## config.mk

```make
export PLATFORM = sky130hd
export DESIGN_NAME = hex_token_parser
export DESIGN_NICKNAME = d
export VERILOG_FILES = /design/src/rtl/hex_token_pkg.sv /design/src/rtl/hex_char_decode.sv /design/src/rtl/hex_token_parser.sv
export SDC_FILE = /design/constraint.sdc
export NUM_CORES = 1
export LEC_CHECK = 0
export CAP_MARGIN = 40
export CELL_PAD_IN_SITES_DETAIL_PLACEMENT = 1
export CELL_PAD_IN_SITES_GLOBAL_PLACEMENT = 1
export CORE_ASPECT_RATIO = 2
export CORE_MARGIN = 3
export CORE_UTILIZATION = 23
export CTS_CLUSTER_SIZE = 40
export DETAILED_ROUTE_END_ITERATION = 8
export DONT_BUFFER_PORTS = 1
export GPL_ROUTABILITY_DRIVEN = 0
export MAX_ROUTING_LAYER = met4
export PLACE_DENSITY = 0.52
export SETUP_SLACK_MARGIN = 0.3
export SYNTH_ARGS = -nofsm -noshare
export SYNTH_HDL_FRONTEND = slang
export SYNTH_SLANG_ARGS = --single-unit
export TNS_END_PERCENT = 10
```

## constraint.sdc

```tcl
create_clock -name clk -period 2.94 [get_ports clk]
set_clock_uncertainty 0.05 [all_clocks]
set_input_delay 0.588 -clock clk [delete_from_list [all_inputs] [get_ports clk]]
set_output_delay 0.588 -clock clk [all_outputs]
set_load 0.1 [all_outputs]
```

## src/rtl/hex_token_pkg.sv

```systemverilog
// Shared types and character constants for the hex token parser.
package hex_token_pkg;

  typedef enum logic [1:0] {
    IDLE  = 2'd0,
    ACCUM = 2'd1,
    SKIP  = 2'd2,
    EMIT  = 2'd3
  } state_t;

  localparam logic [7:0] CH_SP   = 8'h20;
  localparam logic [7:0] CH_LF   = 8'h0A;
  localparam logic [7:0] CH_CR   = 8'h0D;
  localparam logic [7:0] CH_0    = 8'h30;
  localparam logic [7:0] CH_9    = 8'h39;
  localparam logic [7:0] CH_A_UP = 8'h41;
  localparam logic [7:0] CH_F_UP = 8'h46;
  localparam logic [7:0] CH_A_LO = 8'h61;
  localparam logic [7:0] CH_F_LO = 8'h66;

endpackage

```

## src/rtl/hex_char_decode.sv

```systemverilog
// Combinational ASCII classifier: hex digit -> nibble, plus delimiter detect.
// Lowercase 'a'-'f' are accepted as digits only when HEXPARSE_LOWERCASE_EN is defined.
module hex_char_decode
  import hex_token_pkg::*;
(
  input  logic [7:0] ch,
  output logic [3:0] nib,
  output logic       is_digit,
  output logic       is_delim
);

  always_comb begin
    nib      = 4'd0;
    is_digit = 1'b0;
    is_delim = (ch == CH_SP) || (ch == CH_LF) || (ch == CH_CR);
    if (ch >= CH_0 && ch <= CH_9) begin
      is_digit = 1'b1;
      nib      = 4'(ch - CH_0);
    end else if (ch >= CH_A_UP && ch <= CH_F_UP) begin
      is_digit = 1'b1;
      nib      = 4'(ch - CH_A_UP + 8'd10);
    end
`ifdef HEXPARSE_LOWERCASE_EN
    else if (ch >= CH_A_LO && ch <= CH_F_LO) begin
      is_digit = 1'b1;
      nib      = 4'(ch - CH_A_LO + 8'd10);
    end
`else
`endif
  end

endmodule

```

## src/rtl/hex_token_parser.sv

```systemverilog
// Parses delimiter-terminated ASCII hex tokens into right-aligned words.
// Optional lowercase digit support via HEXPARSE_LOWERCASE_EN (decode only).
module hex_token_parser
  import hex_token_pkg::*;
#(
  parameter int unsigned DIGITS = 4
) (
  input  logic                           clk,
  input  logic                           rst,
  input  logic                           in_valid,
  input  logic [7:0]                     in_data,
  output logic                           in_ready,
  output logic                           out_valid,
  output logic [4*DIGITS-1:0]            out_data,
  output logic [$clog2(DIGITS+1)-1:0]    out_ndig,
  output logic                           out_err,
  input  logic                           out_ready
);

  localparam int unsigned W  = 4 * DIGITS;
  localparam int unsigned CW = $clog2(DIGITS + 1);

  state_t          state_q, state_n;
  logic [W-1:0]    acc_q, acc_n;
  logic [CW-1:0]   cnt_q, cnt_n;
  logic            err_q, err_n;
  logic [3:0]      nib;
  logic            is_digit;
  logic            is_delim;
  logic            accept;

  hex_char_decode u_dec (
    .ch       (in_data),
    .nib      (nib),
    .is_digit (is_digit),
    .is_delim (is_delim)
  );

  assign accept = in_valid && in_ready;

  // Next-state and token datapath
  always_comb begin
    state_n = state_q;
    acc_n   = acc_q;
    cnt_n   = cnt_q;
    err_n   = err_q;
    case (state_q)
      IDLE: begin
        if (accept && !is_delim) begin
          if (is_digit) begin
            acc_n   = W'(nib);
            cnt_n   = CW'(1);
            state_n = ACCUM;
          end else begin
            err_n   = 1'b1;
            state_n = SKIP;
          end
        end
      end
      ACCUM: begin
        if (accept) begin
          if (is_digit) begin
            if (cnt_q == CW'(DIGITS)) begin
              err_n   = 1'b1;
              state_n = SKIP;
            end else begin
              acc_n = (acc_q << 4) | W'(nib);
              cnt_n = cnt_q + CW'(1);
            end
          end else if (is_delim) begin
            state_n = EMIT;
          end else begin
            err_n   = 1'b1;
            state_n = SKIP;
          end
        end
      end
      SKIP: begin
        if (accept && is_delim) state_n = EMIT;
      end
      EMIT: begin
        if (out_valid && out_ready) begin
          acc_n   = '0;
          cnt_n   = '0;
          err_n   = 1'b0;
          state_n = IDLE;
        end
      end
      default: state_n = IDLE;
    endcase
  end

  // State and registered outputs, derived from next-state so they track EMIT exactly
  always_ff @(posedge clk) begin
    if (rst) begin
      state_q   <= IDLE;
      acc_q     <= '0;
      cnt_q     <= '0;
      err_q     <= 1'b0;
      in_ready  <= 1'b1;
      out_valid <= 1'b0;
      out_data  <= '0;
      out_ndig  <= '0;
      out_err   <= 1'b0;
    end else begin
      state_q   <= state_n;
      acc_q     <= acc_n;
      cnt_q     <= cnt_n;
      err_q     <= err_n;
      in_ready  <= (state_n != EMIT);
      out_valid <= (state_n == EMIT);
      out_data  <= (state_n == EMIT && !err_n) ? acc_n : '0;
      out_ndig  <= (state_n == EMIT && !err_n) ? cnt_n : '0;
      out_err   <= (state_n == EMIT) && err_n;
    end
  end

endmodule

```

# ---- Word level (Yosys, flattened, before mapping)
# Index checks and enable logic that the tools add are counted.
dict set report word_totals {
  register_bits 44
  in_bits 12
  elab_cells 77
}
dict set report op_classes {
  n_addsub 4
  n_lt_le_gt_ge 4
  n_eq_ne 9
  muxes 35
  bitwise 2
  reduce_logical 14
}
# operator count
set op_table {}
lappend op_table {{$mux 16} 6}
lappend op_table {{$pmux 16 s3} 1}
lappend op_table {{$mux 3} 6}
lappend op_table {{$eq 8x4->1 const B} 2}
lappend op_table {{$or 16x4->16} 1}
lappend op_table {{$mux 2} 7}
lappend op_table {{$mux 1} 10}
lappend op_table {{$pmux 3 s3} 1}
lappend op_table {{$eq 8x6->1 const B} 1}
lappend op_table {{$ge 8x6->1 const B} 1}
lappend op_table {{$ge 8x7->1 const B} 1}
lappend op_table {{$le 8x6->1 const B} 1}
lappend op_table {{$le 8x7->1 const B} 1}
lappend op_table {{$logic_and 1x1->1} 8}
lappend op_table {{$mux 4} 2}
lappend op_table {{$pmux 2 s4} 1}
lappend op_table {{$sub 4x1->4 const B} 2}
lappend op_table {{$eq 2x2->1 const B} 3}
lappend op_table {{$add 4x4->4 const B} 1}
lappend op_table {{$add 3x1->3 const B} 1}
lappend op_table {{$eq 3x3->1 const B} 1}
lappend op_table {{$pmux 1 s3} 1}
lappend op_table {{$eq 2x1->1 const B} 1}
lappend op_table {{$logic_not 1->1} 2}
lappend op_table {{5 further kinds} 6}

# ---- Longest topological paths before layout
# Gate-level depths: netlist of run 1.
dict set report depth {
  depth_word 11
  mapped_depth 10
  ltp_nobuf 8
}

# ---- By module
# From an unflattened synthesis of run 1, not the netlist that was laid out.
dict set report hier_totals {
  hier_cells 204
  area_unflattened_um2 2058.2
}
# mod n_inst cells_each area_per_inst_um2 seq_area_each_um2
set modules_own_cells {}
lappend modules_own_cells {hex_token_parser 1 174 1796.7 880.8}
lappend modules_own_cells {hex_char_decode 1 30 261.5 0.0}

# ---- Worst setup path before layout of run 1
# No wires, ideal clock.
dict set report synth_path {
  path_kind {reg2reg}
  from {register in_ready}
  to {register out_data[14]}
  setup_ns 0.125
  arrival_time_ns 2.322
  required_ns 2.765
  path_slack_ns 0.443
  stages_incl_launch_ff 7
  path_buffers 1
  period_less_slack_ns 2.497
  path_cell_list {dfxtp_1 -> nand2_1 -> and2b_1 -> or3b_4 -> nand4_4 -> buf_6 -> nor3_2}
}
dict set report synth_between {
  elab_chain_len 8
  word_cells_on_any_way 18
}
# item line_no
set synth_rtl {}
lappend synth_rtl {{start, declared} hex_token_parser.sv:12} ;# output logic in_ready,
lappend synth_rtl {{start signal, assigned} hex_token_parser.sv:110} ;# in_ready <= (state_n != EMIT);
lappend synth_rtl {{$logic_and 1x1->1 *} hex_token_parser.sv:39} ;# assign accept = in_valid && in_ready;
lappend synth_rtl {{$logic_and 1x1->1, on equally long branches} {hex_token_parser.sv:79, hex_token_parser.sv:49}}
lappend synth_rtl {{$mux 2, or another cell as far along} hex_token_parser.sv:79} ;# if (accept && is_delim) state_n = EMIT;
lappend synth_rtl {{$pmux 2 s4 or $pmux 1 s3 (tied branches)} hex_token_parser.sv:47} ;# case (state_q)
lappend synth_rtl {{$eq 2x2->1 or $logic_not 1->1 (tied branches)} hex_token_parser.sv:112} ;# out_data <= (state_n == EMIT && !err_n) ? acc_n : '0;
lappend synth_rtl {{$logic_and 1x1->1} hex_token_parser.sv:112}
lappend synth_rtl {{$not 1->1 (no source line)} n/a}
lappend synth_rtl {{$reduce_or 2->1 (no source line)} n/a}
lappend synth_rtl {{end signal, assigned} hex_token_parser.sv:112}
lappend synth_rtl {{end, declared} hex_token_parser.sv:14} ;# output logic [4*DIGITS-1:0] out_data,
# Mark *: on every way between the ends. The rest lies on a longest branch, timed or not.
# A chain may end at the register's enable or synchronous reset.

# ---- Worst setup path in the final report of run 1
dict set report layout_path {
  from {input in_data[0]}
  to {register out_data[0]}
}
dict set report layout_between {
  elab_chain_len 11
  word_cells_on_any_way 46
}
# item line_no
set layout_rtl {}
lappend layout_rtl {{start, declared} hex_token_parser.sv:11} ;# input logic [7:0] in_data,
lappend layout_rtl {{parallel branches: the longest is 11 deep, another holds $sub 4x1->4} n/a}
# Several ways; the timed one is not identified.

==> results.toml, run 1 <==
[cts]
cts_tree = "built"
clkLatencyLatePin_ns = 0.29
root_buffer = "clkbuf_16"
hold_buffers = 0
cts_sinks = 44
cts_resized = 0
cts_buffers = 5
clockBufferDepth = 2
path_clk_slew_ns = 0.06
post_cts_buffers = 0
h-tree-depth = 2

[timing]
fmax_mhz = 411
finalSetupViolations = 0
holdWs_ns = 0.322
maxSlewViolCount = 0
worstMarginPinSlew_ns = 0.558
finalHoldViolCount = 0
rsz0062_at_grt = "no"
tns_ns = 0
fin_crit_ns = 2.43
slew-limit-headroom_pct = 62.3
fin_crit_sh_pct = 82.7

[setup_path]
crit_fanout = 16
cp.required_ns = 3.09
worst_setup_path_end_kind = "flop"
reg2reg_to = "out_data[11]$_SDFF_PP0_"
r2r_cells = 7
arrival_ns = 2.58
crit_type = "in2reg"
r2r_setup_slack_ns = 0.76
startpoint_type = "input pin"
rr_startpoint = "cnt_q[0]$_SDFF_PP0_"

[hold_path]
min_path_cells = 1
hp-class = "in2reg"
hp-start = "rst"
hold_end = "acc_q[11]$_SDFF_PP0_"

[routing]
drtPass1Iterations = 4
top_layer = "met4"
met2_length_um = 2900
wl_met1_um = 1750
ant_nets = 0
vias_per_cell = 4.86
wl_per_cell_um = 16.2
wl_um = 4950
drc = 0
vias = 1488
wl_met3_um = 125
drt_iter0_markers = 55

[yosys]
yosys-top-cells-area = "dfxtp_1 46%, nor3_2 8.8%, a22oi_1 4.7%"
synth_flop_cell = "dfxtp_1"
synthCells = 187
synth_edf_count = 0
syn-cell-area_um2 = 1930
syn_nets = 206
ys_seq_elements = 44
synth_cell_types = 47
syn_area_per_cell_um2 = 10.3
yosysTopAreaCell = "dfxtp_1"
yosysTopAreaCellShare_pct = 45.7
synthArstFlopShare_pct = 0
synth_seq_area_share_pct = 45.7
synth_warnings = 0

[final_layout]
drive_above_1_share_pct = 29.0
nets = 228
seq_area_um2 = 881
final_cell_mix = "44 x dfxtp_1, 22 x nor2_1, 18 x buf_8"
multiInputGateArea_um2 = 958
utilization_pct = 31.0
fillers = 926
syn_to_final_growth_pct = 29.8
n_antenna_cell = 0
final_common_cell = "dfxtp_1"

[global_routing]
grt_pass1_wl_um = 8560
antenna_found_initial = 0
grt_max_degree = 23
grt_pass1_vias = 1656
track_usage_pct = 11.7
overflow = 0

[placed_design]
hpwl_um = 3850
portBuffers = 0

[power]
p_per_area_nw_per_um2 = 557
power.total_mw = 1.39
peakVddDrop_v = 0.000259
p_leak_nw = 0.889

[die]
die_w_um = 70.7
initial_core_util_pct = 23.9
boundaryPins = 34
fp.dieH_um = 135
rows = 46
coreArea_um2 = 8060
die-area_um2 = 9570

[run_status]
outcome = "finished clean"

[job]
maxCapViolCount = 0
worst max-delay path, stage by stage:
cell and delay (ns):
inv_1 0.11, ha_1 0.20, or3b_1 0.40, and4_1 0.27
a211o_1 0.33, o21ai_2 0.07, buf_4 0.25, a22oi_1 0.15
nor3_2 0.20
layout make-up:
| class | instances | area share (%) |
|---|---|---|
| clock buffer | 6 | 5.56 |
| clock inverter | 2 | 0.601 |
| inverter | 6 | 0.901 |
| multi-input combinational | 127 | 38.4 |
| sequential | 44 | 35.3 |
| tap | 96 | 4.81 |
| timing repair buffer | 25 | 14.5 |
power by group:
group          total (mW)  switching, mW  internal, mW
Combinational       0.196          0.145        0.0507
Sequential          0.624         0.0164         0.608
Clock               0.571          0.233         0.338
Total                1.39          0.394         0.996
cells in the mapped netlist (4+ instances only):
cell	number
a22oi_1	12
ha_1	7
inv_1	6
o21ai_0	4
nor2_1	22
nor3_2	17
nand2_1	12
clkbuf_1	4
a22oi_2	4
dfxtp_1	44
nor3_1	4
a21oi_1	6
sequential cells by signal, summed over array words and instances, names as in the netlist:
name and flops:
out_valid 1, out_err 1, cnt_q 3, acc_q 16
in_ready 1, out_data 16, state_q 2, out_ndig 3
err_q 1
worst max path at each step:
stage	from	end	slack, ns	depth (start not counted)
final	in_data[0]	out_data[0]$_SDFF_PP0_	0.51	9
after global routing	in_data[0]	out_data[0]$_SDFF_PP0_	0.35	9
after CTS	in_data[0]	out_data[0]$_SDFF_PP0_	0.49	9
after detailed placement	in_data[0]	out_data[0]$_SDFF_PP0_	0.20	9
after global placement	in_data[0]	out_data[0]$_SDFF_PP0_	0.21	9
after floorplan	in_ready$_SDFF_PP1_	out_data[14]$_SDFF_PP0_	0.44	6
stage by stage:
step	worst slack [ns]	cell area, um2	instances
after floorplan	0.443	1930	187
after global placement	0.208	2020	278
after detailed placement	0.197	2340	298
after CTS	0.489	2500	306
after global routing	0.345	2500	306
final	0.510	2500	306
logic make-up (layout without fill, tap and decap cells):
group | Yosys count | in the layout | share of synthesized area, %
xor gates and xnor gates | 1 | 1 | 0.455
adders and majority gates | 7 | 7 | 4.55
buffers and inverters | 16 | 39 | 4.48
AOI/OAI and AO/OA | 44 | 44 | 18.5
DFF | 44 | 44 | 45.7
and+or+nand+nor | 75 | 75 | 26.3
per-layer routing:
layer | up-vias | track usage, %
li1 | 725 | -
met1 | 727 | 11.0
met2 | 27 | 21.9
met3 | 9 | 1.93
met4 | 0 | 6.69
met5 | - | -
Power figures use the tool's default switching activity.
==> inputs of run 2 (changes only) <==
--- a/config.mk
+++ b/config.mk
@@ -16,7 +16,7 @@
 export DONT_BUFFER_PORTS = 1
 export GPL_ROUTABILITY_DRIVEN = 0
 export MAX_ROUTING_LAYER = met4
-export PLACE_DENSITY = 0.52
+export PLACE_DENSITY = 0.54
 export SETUP_SLACK_MARGIN = 0.3
 export SYNTH_ARGS = -nofsm -noshare
 export SYNTH_HDL_FRONTEND = slang
==> constraint.sdc (replaced) <==
create_clock -name clk -period 2.2 [get_ports clk]
set_clock_uncertainty 0.05 [all_clocks]
set_input_delay 0.44 -clock clk [delete_from_list [all_inputs] [get_ports clk]]
set_output_delay 0.44 -clock clk [all_outputs]
set_load 0.1 [all_outputs]
==> run 2 against run 1 <==
Effect of this change:
- power up 42%
- utilization grew 3.3 points
- largest cell class unchanged
- worst hold slack got worse by 0.16 ns
- cell area up 11%
- sequential power grew 34%
==> results.toml, run 2 (synthesized netlist as in run 1, its figures left out) <==
[run_status]
outcome = "finished clean"

[die]
initial_core_util_pct = 23.9
rows = 46
fp.dieH_um = 135
boundaryPins = 34
coreArea_um2 = 8060
die_w_um = 70.7
die-area_um2 = 9570

[power]
p_sw_uw = 568
p_leak_nw = 1.05
power.total_mw = 1.98
p_comb_share_pct = 19.8
peakVddDrop_v = 0.000273
p_int_mw = 1.41
p_clk_share_pct = 37.8
pwr-share-seq_pct = 42.4
p_per_area_nw_per_um2 = 716
switching_share_pct = 28.8

[setup_path]
crit_path_cell_trace = "inv_12, ha_4, and4b_1, o31ai_4, and2b_1, or3b_4, nand4_4, clkbuf_16, nor3_2"
crit_path_end = "out_data[2]$_SDFF_PP0_"
r2r_setup_slack_ns = 0.25
startpoint_type = "input pin"
arrival_ns = 2.10
max_stage_delay_ns = 0.41
critical_path_buf_inv_count = 2
crit_fanout = 8
crit_start = "in_data[1]"
cp.required_ns = 2.32
rr_startpoint = "cnt_q[0]$_SDFF_PP0_"
crit_type = "in2reg"
reg2reg_to = "out_data[2]$_SDFF_PP0_"
r2r_cells = 8
slowest_stage = "or3b_4"
cp.depth = 9
worst_setup_path_end_kind = "flop"
critPathTopFamily = "simple AND/OR/NAND/NOR gates"

[global_routing]
grt_pass1_vias = 1685
track_usage_pct = 11.9
antenna_found_initial = 0
grt_pass1_wl_um = 8490
overflow = 0
grt_max_degree = 23

[final_layout]
fillers = 905
syn_to_final_growth_pct = 43.4
top_regs = "acc_q (16), out_data (16)"
stdcell_area_um2 = 2760
final_common_cell = "dfxtp_1"
nets = 247
final_cell_mix = "41 x dfxtp_1, 36 x buf_4, 22 x nor2_1"
n_antenna_cell = 0
drive_above_1_share_pct = 45.9

[timing]
rsz0062_at_grt = "yes"
fin_crit_ns = 1.98
worstMarginPinSlew_ns = 0.429
finalSetupViolations = 0
fmax_mhz = 506
finalHoldViolCount = 0
slew-limit-headroom_pct = 71.2
fin_crit_sh_pct = 89.8
maxSlewViolCount = 0

[routing]
wl_um = 5520
ant_nets = 0
drtPass1Iterations = 4
vias = 1575
drt_iter0_markers = 75
wl_per_cell_um = 17.0
drc = 0
vias_per_cell = 4.85

[placed_design]
portBuffers = 0
hpwl_um = 3920
placed_cell_area_um2 = 2340

[hold_path]
hp-class = "in2reg"

[cts]
clockBufferDepth = 2
path_clk_slew_ns = 0.06
cts_sinks = 44
clkLatencyLatePin_ns = 0.29
cts_buffers = 5
h-tree-depth = 2
root_buffer = "clkbuf_16"
cts_tree = "built"

[job]
maxCapViolCount = 0
run 2: cell count changes in the layout (fill, tap and decap cells not counted), moves of 3 or more:
cell     previous run  this run
a22oi_1            12         8
a22oi_2             4         8
buf_4               5        36
buf_6               0         4
buf_8              18         0
dfxtp_1            44        41
ha_1                7         3
ha_4                0         4
nor3_2             17        11
nor3_4              0         6
run 2: routing by layer:
layer / global-route usage (%) / wire (um)
met5: - / 0
met1: 10.8 / 1790
met3: 2.08 / 168
met2: 22.6 / 3390
met4: 6.38 / 169
run 2: worst register-to-register path, delay by kind of cell, from the launching register on:
kind	cells	cell delay [ns]
compound gates	1	0.06
fa+ha+maj	1	0.21
buf+inv	2	0.35
flops	1	0.33
simple gates	4	0.84
run 2: power by group through the flow:
stage / sequential, mW / combinational, mW / clock [mW]
2_1_floorplan: 0.884 / 0.195 / 0
3_3_place_gp: 0.853 / 0.307 / 0
3_5_place_dp: 0.852 / 0.310 / 0
4_1_cts: 0.835 / 0.339 / 0.765
5_1_grt: 0.839 / 0.416 / 0.791
6_report: 0.837 / 0.392 / 0.747
run 2: worst min path at each step:
stage	startpoint	endpoint	slack (ns)	depth (start not counted)
after floorplan	acc_q[12]$_SDFF_PP0_	acc_q[12]$_SDFF_PP0_	0.43	2
after global placement	acc_q[12]$_SDFF_PP0_	acc_q[12]$_SDFF_PP0_	0.45	2
after detailed placement	acc_q[14]$_SDFF_PP0_	acc_q[14]$_SDFF_PP0_	0.45	2
after CTS	rst	err_q$_SDFF_PP0_	0.16	1
after global routing	rst	err_q$_SDFF_PP0_	0.16	1
final	rst	err_q$_SDFF_PP0_	0.16	1
run 2: stage by stage:
stage	cells	TNS, ns	hold slack, ns	utilization, %	setup slack [ns]
2_1_floorplan	187	0	0.425	-	0.0736
3_3_place_gp	310	-1.58	0.446	29.0	-0.159
3_5_place_dp	310	-1.64	0.455	29.0	-0.156
4_1_cts	323	0	0.158	31.9	0.230
5_1_grt	325	0	0.156	34.3	0.137
6_report	325	0	0.161	34.3	0.224
run 2: area by class of cell:
type,instances,area (um2),area share [%]
multi-input combinational,128,1180,42.9
sequential,44,887,32.1
timing repair buffer,43,380,13.8
clock buffer,6,139,5.03
tap,96,120,4.35
inverter,6,40.0,1.45
clock inverter,2,10.0,0.362
run 2: timing repair:
action,4_1_cts,5_1_grt
pin swaps,2,15
hold buffers,0,0
cloned,1,1
setup endpoints to repair,31,40
buffers inserted,4,1
gates resized for setup,8,28
